$ cat config.mk
export PLATFORM = sky130hd
export DESIGN_NAME = instr_fetch_queue
export DESIGN_NICKNAME = d
export VERILOG_FILES = /design/src/rtl/instr_fetch_queue.sv
export SDC_FILE = /design/constraint.sdc
export NUM_CORES = 1
export LEC_CHECK = 0
export BUFFER_PORTS_ARGS = -buffer_cell sky130_fd_sc_hd__buf_2
export CAP_MARGIN = 20
export CORE_MARGIN = 4
export CORE_UTILIZATION = 53
export CTS_CLUSTER_SIZE = 20
export DETAILED_ROUTE_END_ITERATION = 10
export GPL_TIMING_DRIVEN = 0
export PLACE_DENSITY = 0.84
export SETUP_SLACK_MARGIN = 0.4
export SYNTH_ARGS = -nofsm -noshare
export SYNTH_HDL_FRONTEND = slang
export SYNTH_SLANG_ARGS = --single-unit
$ cat constraint.sdc
create_clock -name clk -period 3.1 [get_ports clk]
set_clock_uncertainty 0.1 [all_clocks]
set_input_delay 0.31 -clock clk [delete_from_list [all_inputs] [get_ports clk]]
set_output_delay 0.31 -clock clk [all_outputs]
set_load 0.1 [all_outputs]
$ cat src/rtl/instr_fetch_queue.sv
// instr_fetch_queue: sequential fetch front end with credit-limited requests, redirect flush and a DEPTH-entry FIFO.
// Optional FETCH_PERF_EN adds perf_fetched/perf_dropped counters.
module instr_fetch_queue #(
  parameter int PC_WIDTH = 32,
  parameter int INSTR_WIDTH = 32,
  parameter int DEPTH = 4,
  parameter logic [PC_WIDTH-1:0] RESET_PC = '0
) (
  input  logic                   clk,
  input  logic                   rst,
  input  logic                   fetch_en,
  output logic                   mem_req_valid,
  input  logic                   mem_req_ready,
  output logic [PC_WIDTH-1:0]    mem_req_addr,
  input  logic                   mem_rsp_valid,
  input  logic [INSTR_WIDTH-1:0] mem_rsp_data,
  input  logic                   redirect_valid,
  input  logic [PC_WIDTH-1:0]    redirect_pc,
  output logic                   instr_valid,
  input  logic                   instr_ready,
  output logic [INSTR_WIDTH-1:0] instr,
  output logic [PC_WIDTH-1:0]    instr_pc
`ifdef FETCH_PERF_EN
  ,
  output logic [31:0]            perf_fetched,
  output logic [31:0]            perf_dropped
`endif
);
  localparam int CW = $clog2(DEPTH + 1);
  localparam int AW = $clog2(DEPTH);
  typedef enum logic [1:0] {IDLE, RUN, FLUSH} state_t;
  state_t state, state_next;
  logic [PC_WIDTH-1:0] fetch_pc, rsp_pc, target_pc;
  logic [CW-1:0] outstanding, drop_cnt, drop_next, count;
  logic [AW-1:0] rd_ptr, wr_ptr;
  logic [INSTR_WIDTH-1:0] mem_i [DEPTH];
  logic [PC_WIDTH-1:0] mem_pc [DEPTH];
  logic req_fire, push, pop, unused_bits;
  // Credits: in-flight plus buffered never exceed DEPTH, so responses always find a slot.
  assign mem_req_valid = state != IDLE && fetch_en && ({1'b0, outstanding} + {1'b0, count} < (CW+1)'(DEPTH));
  assign mem_req_addr = fetch_pc;
  assign req_fire = mem_req_valid && mem_req_ready;
  assign push = mem_rsp_valid && drop_cnt == '0 && !redirect_valid;
  assign pop = instr_valid && instr_ready && !redirect_valid;
  assign instr_valid = count != '0;
  assign instr = mem_i[rd_ptr];
  assign instr_pc = mem_pc[rd_ptr];
  assign target_pc = {redirect_pc[PC_WIDTH-1:2], 2'b00};
  assign unused_bits = ^redirect_pc[1:0];
  always_comb begin
    drop_next = redirect_valid ? outstanding + CW'(req_fire) - CW'(mem_rsp_valid)
                               : drop_cnt - CW'(mem_rsp_valid && drop_cnt != '0);
    state_next = state == IDLE ? (fetch_en ? RUN : IDLE) : (drop_next != '0 ? FLUSH : RUN);
  end
  always_ff @(posedge clk or negedge rst) begin
    if (!rst) state <= IDLE;
    else state <= state_next;
  end
  // rsp_pc tracks the PC of the next response that will be kept, so no PC queue is needed.
  always_ff @(posedge clk or negedge rst) begin
    if (!rst) begin
      fetch_pc <= RESET_PC;
      rsp_pc <= RESET_PC;
      outstanding <= '0;
      drop_cnt <= '0;
      count <= '0;
      rd_ptr <= '0;
      wr_ptr <= '0;
      for (int i = 0; i < DEPTH; i++) begin
        mem_i[i] <= '0;
        mem_pc[i] <= '0;
      end
    end else begin
      fetch_pc <= redirect_valid ? target_pc : req_fire ? fetch_pc + PC_WIDTH'(4) : fetch_pc;
      rsp_pc <= redirect_valid ? target_pc : push ? rsp_pc + PC_WIDTH'(4) : rsp_pc;
      outstanding <= outstanding + CW'(req_fire) - CW'(mem_rsp_valid);
      drop_cnt <= drop_next;
      count <= redirect_valid ? '0 : count + CW'(push) - CW'(pop);
      wr_ptr <= redirect_valid ? '0 : wr_ptr + AW'(push);
      rd_ptr <= redirect_valid ? '0 : rd_ptr + AW'(pop);
      if (push) begin
        mem_i[wr_ptr] <= mem_rsp_data;
        mem_pc[wr_ptr] <= rsp_pc;
      end
    end
  end
`ifdef FETCH_PERF_EN
  always_ff @(posedge clk or negedge rst) begin
    if (!rst) begin
      perf_fetched <= '0;
      perf_dropped <= '0;
    end else begin
      perf_fetched <= perf_fetched + 32'(push);
      perf_dropped <= perf_dropped + 32'(mem_rsp_valid && !push) + (redirect_valid ? 32'(count) : 32'd0);
    end
  end
`endif
endmodule

==> results of run 1 <==
-- cell type report --
| type | instances | area (µm²) |
|---|---|---|
| inverter | 19 | 71.3 |
| clock inverter | 7 | 111 |
| multi-input combinational | 610 | 6540 |
| sequential | 323 | 8080 |
| buffer | 68 | 430 |
| timing repair buffer | 229 | 1570 |
| tap | 378 | 473 |
| fill | 1937 | 9560 |
| clock buffer | 51 | 1020 |
-- per-stage QoR --
step / TNS, ps / worst slack [ps] / hold slack, ps
5_1_grt: 0 / 57.4 / 7.15
3_3_place_gp: -1369940 / -4280 / 361
2_1_floorplan: 0 / 81.5 / -85.6
4_1_cts: 0 / 196 / 0.994
6_report: 0 / 161 / 12.2
3_5_place_dp: -397 / -166 / 267
-- cells by family (layout without fill, tap and decap cells) --
| family | after synthesis | after routing |
|---|---|---|
| AND/OR/NAND/NOR | 150 | 150 |
| multiplexers | 351 | 351 |
| flip-flops | 323 | 323 |
| AO/OA/AOI/OAI | 31 | 31 |
| XOR/XNOR | 60 | 60 |
| other | 1 | 4 |
| adder cells (fa/ha/maj) | 14 | 14 |
| buffers and inverters | 87 | 374 |
-- layer usage --
| layer | up-vias | global-route usage |
|---|---|---|
| li1 | 4267 | - |
| met1 | 5055 | 0.314 |
| met2 | 288 | 0.393 |
| met3 | 42 | 0.0433 |
| met4 | 0 | 0.0468 |
| met5 | - | 0 |
-- sequential cells by signal, indices dropped and copies added, names as in the netlist --
register,cells
rd_ptr,2
wr_ptr,2
count,3
rsp_pc,30
drop_cnt,3
outstanding,3
mem_req_addr,30
state,2
mem_i,128
mem_pc,120
-- what timing repair did --
item	in CTS	in global routing
setup endpoints to repair	67	87
hold buffers	54	0
pin swaps	3	2
buffers inserted	6	5
gates resized for setup	23	34
endpoints found under the hold margin	253	0
-- cell usage in the layout, fill, tap and decap left out, types with 8 or more instances in the layout --
cell / instances
nand3_1: 21
nand2_1: 23
xor2_1: 28
nor2_1: 18
nor4_1: 9
clkbuf_8: 8
mux2_2: 278
clkbuf_1: 25
buf_4: 26
buf_6: 13
mux4_2: 62
dfrtp_1: 323
ha_1: 9
nor3_1: 10
clkbuf_4: 20
dlygate4sd3_1: 54
clkbuf_16: 35
inv_1: 18
and3_1: 14
buf_2: 155
nand4_1: 19
xnor2_1: 31
-- power by group through the flow --
| stage | clock network, W | logic [W] | registers, W |
|---|---|---|---|
| 2_1_floorplan | 0 | 0.00543 | 0.00559 |
| 3_3_place_gp | 0 | 0.00672 | 0.00537 |
| 3_5_place_dp | 0 | 0.00682 | 0.00542 |
| 4_1_cts | 0.00416 | 0.00701 | 0.00536 |
| 5_1_grt | 0.00434 | 0.00743 | 0.00545 |
| 6_report | 0.00409 | 0.00715 | 0.00537 |
-- worst paths after layout --
path                                     startpoint                           end
max                        outstanding[2]$_DFF_PN0_            state[0]$_DFF_PN0_
max reg2reg                outstanding[2]$_DFF_PN0_            state[0]$_DFF_PN0_
max in group asynchronous                       rst        mem_pc[82]$_DFFE_PN0P_
min in group asynchronous                       rst         mem_i[72]$_DFFE_PN0P_
min reg2reg                   mem_i[97]$_DFFE_PN0P_         mem_i[97]$_DFFE_PN0P_
min                                 redirect_pc[12]  mem_req_addr[12]$_DFFE_PN0N_
-- critical path, cell delays in order (launching register included) --
cell and delay [ps]:
dfrtp_1 420, ha_4 260, nor4b_4 250, nand4_1 170, ha_1 310, inv_1 40, ha_2 170, fa_2 530
nor2_1 60, a21oi_2 180, nor3_4 70, mux2_2 280
==> results.sh, run 1 <==
export IMPL_dr_first_iter_drc_count=693
export IMPL_yosys_area_share_simple=0.0594
export IMPL_clkSlewWorstSetupHoldPaths_ps=60
export IMPL_seq_area_frac_synth=0.539
export IMPL_die_area_um2=31000
export IMPL_hold_viol_final=0
export IMPL_seq_power_share=0.323
export IMPL_dpl_cell_area_um2=16400
export IMPL_rrSetupSlack_ps=160
export IMPL_relSlewSlack=0.492
export IMPL_viasPerCell=5.73
export IMPL_final_cells=1685
export IMPL_hold_path_class="in -> reg"
export IMPL_switching_share=0.442
export IMPL_synth_adder_area_share=0.0127
export IMPL_h_tree_depth=2
export IMPL_stdcell_area_um2=18300
export IMPL_syn_area_um2=15000
export IMPL_grt_antenna_before_repair=0
export IMPL_highest_layer="met4"
export IMPL_cts_buffers_inserted=34
export IMPL_synth_xor_area_frac=0.0350
export IMPL_crit_type="reg -> reg"
export IMPL_synthTopCellsByArea="dfrtp_1 54%, mux2_2 21%, mux4_2 9.3%"
export IMPL_power_frac_comb=0.430
export IMPL_initial_core_util=0.538
export IMPL_endpoint_kind="flop"
export IMPL_cts_tree="built"
export IMPL_power_density_nw_per_um2=908
export IMPL_switching_power_w=0.00734
export IMPL_avgSynthCellArea_um2=14.7
export IMPL_ys_warn_count=0
export IMPL_yosys_area_top_type="dfrtp_1"
export IMPL_p_int_w=0.00927
export IMPL_worst_pin_slew_ps=762
export IMPL_drc=0
export IMPL_rsz0062_at_grt="yes"
export IMPL_grt_max_degree=126
export IMPL_place_gp_congestion=0.887
export IMPL_coreArea_um2=27900
export IMPL_fp_dieW_um=176
export IMPL_synth_top_family_by_area="multiplexers"
export IMPL_nets=1370
export IMPL_synth_main_ff_cell="dfrtp_1"
export IMPL_synth_top_area_frac=0.539
export IMPL_max_cap_violations=0
export IMPL_area_growth_pct=22.0
export IMPL_yosysUniqueCellTypes=52
export IMPL_worst_ep_required_time_ps=3390
export IMPL_die_y_um=176
export IMPL_slew_viol_final=0
export IMPL_port_buffers=162
export IMPL_yosys_top_cells_count="323 x dfrtp_1, 279 x mux2_2, 62 x mux4_2"
export IMPL_placementRows=61
export IMPL_cts_buffer_depth=3
export IMPL_met3_length_mm=1.99
export IMPL_post_route_util=0.657
export IMPL_grt_ovfl_total=0
export IMPL_min_path_cells=2
export IMPL_setup_viol=0
export IMPL_cp_max_fo=2
export IMPL_synth_area_mux_share=0.310
export IMPL_cts_sinks=323
export IMPL_ant_nets=0
export IMPL_total_power_w=0.0166
export IMPL_clock_root_buffer="clkbuf_16"
export IMPL_grt_pass1_vias=10493
export IMPL_dp_cells=1562
export IMPL_synth_seq_cells=323
export IMPL_arrival_ps=3230
export IMPL_grt_usage=0.230
export IMPL_start_kind="flop"
export IMPL_ff2ff_path_depth=11
export IMPL_wl_met1_mm=15.2
export IMPL_syn_inst=1017
export IMPL_yosysMostFrequentCell="dfrtp_1"
export IMPL_p_leak_nw=8.55
export IMPL_vias=9652
export IMPL_wire_per_inst_um=21.0
export IMPL_wl_met2_mm=17.8
export IMPL_fmax_mhz=340
export IMPL_dr_pass1_iters=6
export IMPL_async_reset_ff_frac=1.00
export IMPL_dpl_hpwl_mm=23.3
export IMPL_p_clk_frac=0.247
export IMPL_fin_crit_sh=0.948
export IMPL_grt_pass1_wl_mm=57.0
export IMPL_final_layout_size_suffix_gt1_frac=0.486
export IMPL_outcome="completed"
export IMPL_peakVddDrop_mv=0.685
export IMPL_layout_min_cycle_time_ps=2940
export IMPL_synth_compound_area_frac=0.0138
export IMPL_clock_latency_ps=520
export IMPL_synth_edff_count=0
export IMPL_diodes=0
export IMPL_routed_wl_mm=35.4
export IMPL_ioPinCount=169
Power figures use the tool's default switching activity.
==> inputs of run 2 (changes only) <==
BUFFER_PORTS_ARGS = -buffer_cell sky130_fd_sc_hd__buf_4   (was -buffer_cell sky130_fd_sc_hd__buf_2)
PLACE_DENSITY = 0.79   (was 0.84)
==> run 2 against run 1 <==
  * The run now ends with hold timing left
  * Register-to-register slack improved by 50 ps
  * Die area unchanged
  * Clock power rose by 4.9%
  * Maximum frequency increased by 1.7%
  * Critical endpoint unchanged
  * Highest routed layer unchanged
==> results.sh, run 2 (synthesized netlist as in run 1, its figures left out) <==
export IMPL_p_clk_frac=0.252
export IMPL_hold_slack_ps=-25.7
export IMPL_dpl_hpwl_mm=22.9
export IMPL_slew_viol_final=0
export IMPL_coreArea_um2=27900
export IMPL_die_area_um2=31000
export IMPL_start_kind="flop"
export IMPL_switching_share=0.430
export IMPL_final_layout_size_suffix_gt1_frac=0.489
export IMPL_ant_nets=0
export IMPL_largest_register_ffs=128
export IMPL_violations="hold timing"
export IMPL_fin_crit_sh=0.932
export IMPL_place_ws_ps=-251
export IMPL_seq_power_share=0.315
export IMPL_arrival_ps=3180
export IMPL_switching_power_w=0.00733
export IMPL_wire_per_inst_um=20.7
export IMPL_h_tree_depth=2
export IMPL_top_register="mem_i"
export IMPL_p_int_w=0.00970
export IMPL_min_path_cells=2
export IMPL_placementRows=61
export IMPL_clock_latency_ps=510
export IMPL_rsz0062_at_grt="yes"
export IMPL_area_growth_pct=25.2
export IMPL_relSlewSlack=0.484
export IMPL_critical_path_max_stage_delay_ps=550
export IMPL_cts_buffers_inserted=36
export IMPL_peakVddDrop_mv=0.963
export IMPL_vias=9579
export IMPL_power_density_nw_per_um2=907
export IMPL_die_y_um=176
export IMPL_dr_first_iter_drc_count=555
export IMPL_port_buffers=162
export IMPL_fp_dieW_um=176
export IMPL_worst_ep_required_time_ps=3390
export IMPL_grt_pass1_wl_mm=56.5
export IMPL_place_gp_congestion=0.870
export IMPL_max_cap_violations=0
export IMPL_final_common_cell="dfrtp_1"
export IMPL_dpl_cell_area_um2=16800
export IMPL_worst_pin_slew_ps=775
export IMPL_dr_pass1_iters=6
export IMPL_stdcell_area_um2=18800
export IMPL_final_cell_mix="323 x dfrtp_1, 278 x mux2_2, 182 x buf_4"
export IMPL_cts_sinks=323
export IMPL_p_leak_nw=8.72
export IMPL_nets=1378
export IMPL_grt_pass1_vias=10311
export IMPL_grt_antenna_before_repair=0
export IMPL_top_regs="mem_i (128), mem_pc (120)"
export IMPL_grt_ovfl_total=0
export IMPL_initial_core_util=0.538
export IMPL_routed_wl_mm=35.1
export IMPL_crit_type="reg -> reg"
export IMPL_cpMaxStageDelayCell="fa_2"
export IMPL_cp_max_fo=2
export IMPL_diodes=0
export IMPL_path_cells="ha_4 -> nor4b_4 -> nand4_1 -> ha_1 -> inv_1 -> ha_2 -> fa_2 -> nor2_2 -> a21oi_2 -> nor3_2 -> mux2_2"
export IMPL_fillers=1906
export IMPL_layout_min_cycle_time_ps=2890
export IMPL_cts_buffer_depth=3
export IMPL_outcome="finished with violations"
export IMPL_hold_viol_final=1
export IMPL_drc=0
export IMPL_clock_root_buffer="clkbuf_16"
export IMPL_grt_usage=0.229
export IMPL_hold_path_class="in -> reg"
export IMPL_layout_setup_ws_ps=212
export IMPL_ff2ff_path_depth=11
export IMPL_fmax_mhz=346
export IMPL_power_frac_comb=0.433
export IMPL_endpoint_kind="flop"
export IMPL_cts_tree="built"
export IMPL_grt_max_degree=123
export IMPL_total_power_w=0.0170
export IMPL_viasPerCell=5.66
export IMPL_setup_viol=0
export IMPL_clkSlewWorstSetupHoldPaths_ps=60
export IMPL_ioPinCount=169
run 2: changes by cell type in the layout (fill, tap and decap cells not counted), sizes merged, moves of 3 or more:
cell	before	now
buf	200	218
clkbuf	94	75
clkinvlp	0	3
dlygate4sd3	54	59
run 2: layer usage:
| layer | routed length [µm] | vias up | GRT usage |
|---|---|---|---|
| met2 | 17500 | 315 | 0.386 |
| met3 | 1950 | 57 | 0.0390 |
| li1 | - | 4269 | - |
| met5 | 0 | - | 0 |
| met4 | 647 | 0 | 0.0507 |
| met1 | 15000 | 4938 | 0.318 |
run 2: path summary, 6_finish.rpt:
path / from / end / slack [ps]
worst min-delay path: redirect_valid / drop_cnt[0]$_DFF_PN0_ / -30
min in group asynchronous: rst / mem_i[72]$_DFFE_PN0P_ / 280
max in group asynchronous: rst / mem_req_addr[10]$_DFFE_PN0N_ / 1550
worst max register to register: outstanding[2]$_DFF_PN0_ / state[0]$_DFF_PN0_ / 210
worst max-delay path: outstanding[2]$_DFF_PN0_ / state[0]$_DFF_PN0_ / 210
worst min register to register: mem_i[40]$_DFFE_PN0P_ / mem_i[40]$_DFFE_PN0P_ / 380
run 2: timing repair:
action,CTS,global route
hold endpoints to repair,256,0
gates resized for setup,19,11
cloned,0,0
hold buffers,59,0
pin swaps,4,1
endpoints found under the setup margin,117,178
setup buffers,7,5
run 2: area by class of cell:
cell class	instances	area [µm²]	share of cell area
flip-flops and latches	323	8080	0.430
multi-input cells	610	6540	0.348
repair buffers	235	1980	0.106
clock buffers	49	1050	0.0560
well taps	378	473	0.0252
plain buffers	68	432	0.0230
clock inverters	11	148	0.00786
inverters	19	71.3	0.00380
run 2: power groups by stage:
stage               registers, W  clock network [W]  logic, W
detailed placement       0.00541                  0   0.00716
global route             0.00544            0.00457   0.00767
CTS                      0.00535            0.00440   0.00734
finish                   0.00536            0.00429   0.00737
global placement         0.00537                  0   0.00707
floorplan                0.00559                  0   0.00543
run 2: critical path, delay by kind of cell, from the launching register on:
family | cells | cell delay [ps]
adder cells (fa/ha/maj) | 4 | 1290
AND/OR/NAND/NOR | 4 | 530
flip-flops | 1 | 410
multiplexers | 1 | 270
AO/OA/AOI/OAI | 1 | 140
buffers and inverters | 1 | 40
run 2: through the flow:
stage                     setup TNS [ps]  cells   util
after global routing                   0   1693  0.674
after detailed placement            -430   1562  0.602
after CTS                              0   1688  0.671
final                                  0   1693  0.674
after floorplan                        0   1020      -
after global placement           -408550   1560  0.600
